**config.mk**
```make
export PLATFORM = sky130hd
export DESIGN_NAME = gray_ptr_gen
export DESIGN_NICKNAME = d
export VERILOG_FILES = /design/src/rtl/gray_ptr_gen.sv
export SDC_FILE = /design/constraint.sdc
export NUM_CORES = 1
export LEC_CHECK = 0
export CAP_MARGIN = 25
export CELL_PAD_IN_SITES_DETAIL_PLACEMENT = 0
export CELL_PAD_IN_SITES_GLOBAL_PLACEMENT = 1
export CORE_UTILIZATION = 25
export DETAILED_ROUTE_END_ITERATION = 8
export PLACE_DENSITY = 0.82
export SLEW_MARGIN = 20
export SYNTH_ARGS = -nofsm -noshare
export SYNTH_HDL_FRONTEND = slang
export SYNTH_SLANG_ARGS = --single-unit
```
**constraint.sdc**
```tcl
create_clock -name clk -period 2.1 [get_ports clk]
set_input_delay 0.525 -clock clk [delete_from_list [all_inputs] [get_ports clk]]
set_output_delay 0.525 -clock clk [all_outputs]
set_load 0.1 [all_outputs]
```
**src/rtl/gray_ptr_gen.sv**
```systemverilog
// Registered binary pointer with a flop-direct Gray copy for clock-domain crossing.
// Define GRAY_CHECK_EN to compile in the sticky single-step checker (step_err).
module gray_ptr_gen #(
  parameter int unsigned WIDTH = 4
) (
  input  logic             clk,
  input  logic             rst_n,
  input  logic             clr,
  input  logic             load,
  input  logic [WIDTH-1:0] load_val,
  input  logic             inc,
  output logic [WIDTH-1:0] bin_q,
  output logic [WIDTH-1:0] gray_q,
  output logic [WIDTH-1:0] gray_nxt,
  output logic             wrap,
  output logic             step_err
);

  logic [WIDTH-1:0] bin_d;
  logic             inc_win;
  logic             wrap_d;

  // Next pointer by priority: clear, load, increment, hold
  always_comb begin
    bin_d   = bin_q;
    inc_win = 1'b0;
    if (clr) begin
      bin_d = '0;
    end else if (load) begin
      bin_d = load_val;
    end else if (inc) begin
      bin_d   = bin_q + WIDTH'(1);
      inc_win = 1'b1;
    end
  end

  assign gray_nxt = bin_d ^ (bin_d >> 1);
  assign wrap_d   = inc_win & (&bin_q);

  always_ff @(posedge clk or negedge rst_n) begin
    if (!rst_n) begin
      bin_q  <= '0;
      gray_q <= '0;
      wrap   <= 1'b0;
    end else begin
      bin_q  <= bin_d;
      gray_q <= gray_nxt;
      wrap   <= wrap_d;
    end
  end

`ifdef GRAY_CHECK_EN
  logic [WIDTH-1:0] gray_diff;
  logic             step_bad;

  // An increment must flip exactly one Gray bit: diff nonzero and a power of two
  assign gray_diff = gray_nxt ^ gray_q;
  assign step_bad  = inc_win &
                     ((gray_diff == '0) || ((gray_diff & (gray_diff - WIDTH'(1))) != '0));

  always_ff @(posedge clk or negedge rst_n) begin
    if (!rst_n) begin
      step_err <= 1'b0;
    end else if (step_bad) begin
      step_err <= 1'b1;
    end
  end
`else
  assign step_err = 1'b0;
`endif

endmodule

```
==> results.cfg <==
[logic_synthesis]
syn_inst = 36
synth-simple-area-share = 0.0862
synth-seq-area-share = 0.492
synth-compound-area-share = 0.0646
synth.distinct_cells = 18
synth_edf_count = 0
syn-num-nets = 46
synth_area_um2 = 407
synth_xor_area_frac = 0.129
async_flop_share = 1.00
ys_seq_elements = 8
ys_top_cells_by_area = dfrtp_1, xnor2_1, buf_4
synth_commonest_cells = dfrtp_1, xnor2_1, buf_4, inv_1
ys.flop_type = dfrtp_1
synth_top_family_by_area = XOR/XNOR gates
synth.area.mux_share = 0.0769
synth.top_cell.area_share = 0.492
synth_largest_area_cell = dfrtp_1
synthAdderAreaFrac = 0.0308
syn_area_per_cell_um2 = 11.3
synth_most_common_cell = dfrtp_1
yosysWarnings = 0

[place]
hpwlAfterDp_um = 762
port_buffers = 21
place.gp.congestion = 0.704

[routing]
drc = 0
wl_met3_um = 87
vias = 357
postRouteAntennaNets = 0
top_layer_used = met4
post_drt_wl_per_cell_um = 11.8
firstDrtPassIters = 2
viasPerCell = 4.25
met2_wirelength_um = 482
wl_met1_um = 399
wl_um = 989
drt_iter0_markers = 2

[worst_setup_path]
path_max_fanout = 3
required_ns = 1.57
r2r_end = gray_q[1]
path_class = reg2out
reg2reg_from = bin_q[1]
reg2regPathDepth = 6
critPathCaptureType = output port
critPathArrivalTime_ns = 1.87
start_kind = register
r2r_setup_slack_ns = 0.47

[clocking]
cts_tree = built
htree_levels = 1
clockBufferDepth = 2
cts_root_buffer = clkbuf_4
clk_pin_slew_ns = 0.06
clk_latency_ns = 0.25
cts.sinks = 8
cts_buffers = 3
cts-hold-fix-buffers = 0

[layout]
synthToLayoutAreaGrowth_pct = 125
nets = 79
drive_gt1_frac = 0.647
antenna_cells = 0

[timing]
period_needed_ns = 2.39
setup_slack_ns = -0.293
drv_slew = 0
clock.fmax_ghz = 0.418
period_share = 1.14
setup_viol = 4
hold_viol = 0
tns_ns = -0.756
clock-skew-final_ns = 0.00467
rsz0062_at_grt = true

[min_path]
hold_path.class = in2async

[pwr]
power_density_mw_per_mm2 = 789
p_leak_nw = 0.415
peakVddDrop_v = 0.000376
p_total_mw = 0.723

[global_routing]
first_global_vias = 387
grt_use_total = 0.141
grt_pass1_wl_mm = 1.77
grt.overflow.total = 0
grt_start_max_net_pins = 9
antenna_found_initial = 0

[floorplan]
core-area_mm2 = 0.00151
fp.dieW_um = 42.3
start_util = 0.270
rows = 14
ios = 23
die_h_um = 42.3
die_area_mm2 = 0.00179

[run_status]
violations = setup timing
outcome = complete, but fails checks

[flow_run]
drv_cap = 0
[flip-flops by register name (all words and copies together), names as in the netlist]
register	flops
gray_q	3
wrap	1
bin_q	4
[cells by family (layout without fill, tap and decap cells)]
kind of cell / Yosys count / in the layout
DFF: 8 / 8
buffers and inverters: 7 / 39
xor gates and xnor gates: 6 / 6
and+or+nand+nor: 6 / 6
AOI/OAI and AO/OA: 4 / 4
muxes: 3 / 3
adders and majority gates: 1 / 1
other: 1 / 1
[worst max-delay path, stage by stage (launching register included)]
cell     delay [ns]
dfrtp_4        0.49
ha_4           0.24
mux2_4         0.27
mux2i_4        0.16
nor2_4         0.09
xnor2_4        0.17
buf_12         0.19
[through the flow]
| stage | utilization | setup slack, ns | hold slack [ns] | cells | area (um2) |
|---|---|---|---|---|---|
| after global routing | 0.608 | -0.354 | 0.582 | 84 | 916 |
| final | 0.608 | -0.293 | 0.569 | 84 | 916 |
| after floorplan | - | -0.447 | 0.229 | 36 | 528 |
| after CTS | 0.603 | -0.338 | 0.558 | 83 | 908 |
| after detailed placement | 0.557 | -0.509 | 0.601 | 77 | 840 |
| after global placement | 0.557 | -0.498 | 0.588 | 77 | 840 |
[layout by cell type (no fill, tap or decap), drive strengths merged, types with 2 or more instances in the layout]
master and instances:
a21oi 2, buf 24, clkbuf 4, clkdlybuf4s50 4, dfrtp 8, dlygate4sd2 3
inv 3, mux2i 2, nor2 3, xnor2 4, xor2 2
[how the worst max path moves through the flow]
stage	startpoint	end	slack, ns	depth (start not counted)
2_1_floorplan	bin_q[1]	gray_nxt[1]	-0.45	5
3_3_place_gp	inc	gray_nxt[1]	-0.50	6
3_5_place_dp	inc	gray_nxt[1]	-0.51	6
4_1_cts	bin_q[1]	gray_nxt[1]	-0.34	6
5_1_grt	bin_q[1]	gray_nxt[1]	-0.35	6
6_report	bin_q[1]	gray_nxt[1]	-0.29	6
[timing repair]
action | in CTS | in global routing
setup endpoints to repair | 4 | 4
gates resized for setup | 10 | 0
buffers inserted | 2 | 1
pin swaps | 6 | 1
[area by class of cell]
class / count / area (um2)
repair buffers: 32 / 364
clock buffers: 4 / 26.3
inverters: 3 / 11.3
flip-flops and latches: 8 / 213
well taps: 16 / 20.0
fillers: 123 / 591
multi-input cells: 21 / 282
[metal layers]
metal / up-vias / global-route usage
met5: - / 0
met4: 0 / 0.0750
met3: 5 / 0.0690
met2: 17 / 0.218
met1: 160 / 0.159
li1: 175 / -
[report_power, final]
part	switching (mW)	internal, mW
clock network	0.0535	0.0728
logic	0.271	0.144
registers	0.00999	0.172
total	0.334	0.389
Note: power is estimated with default switching activity, not from simulation.
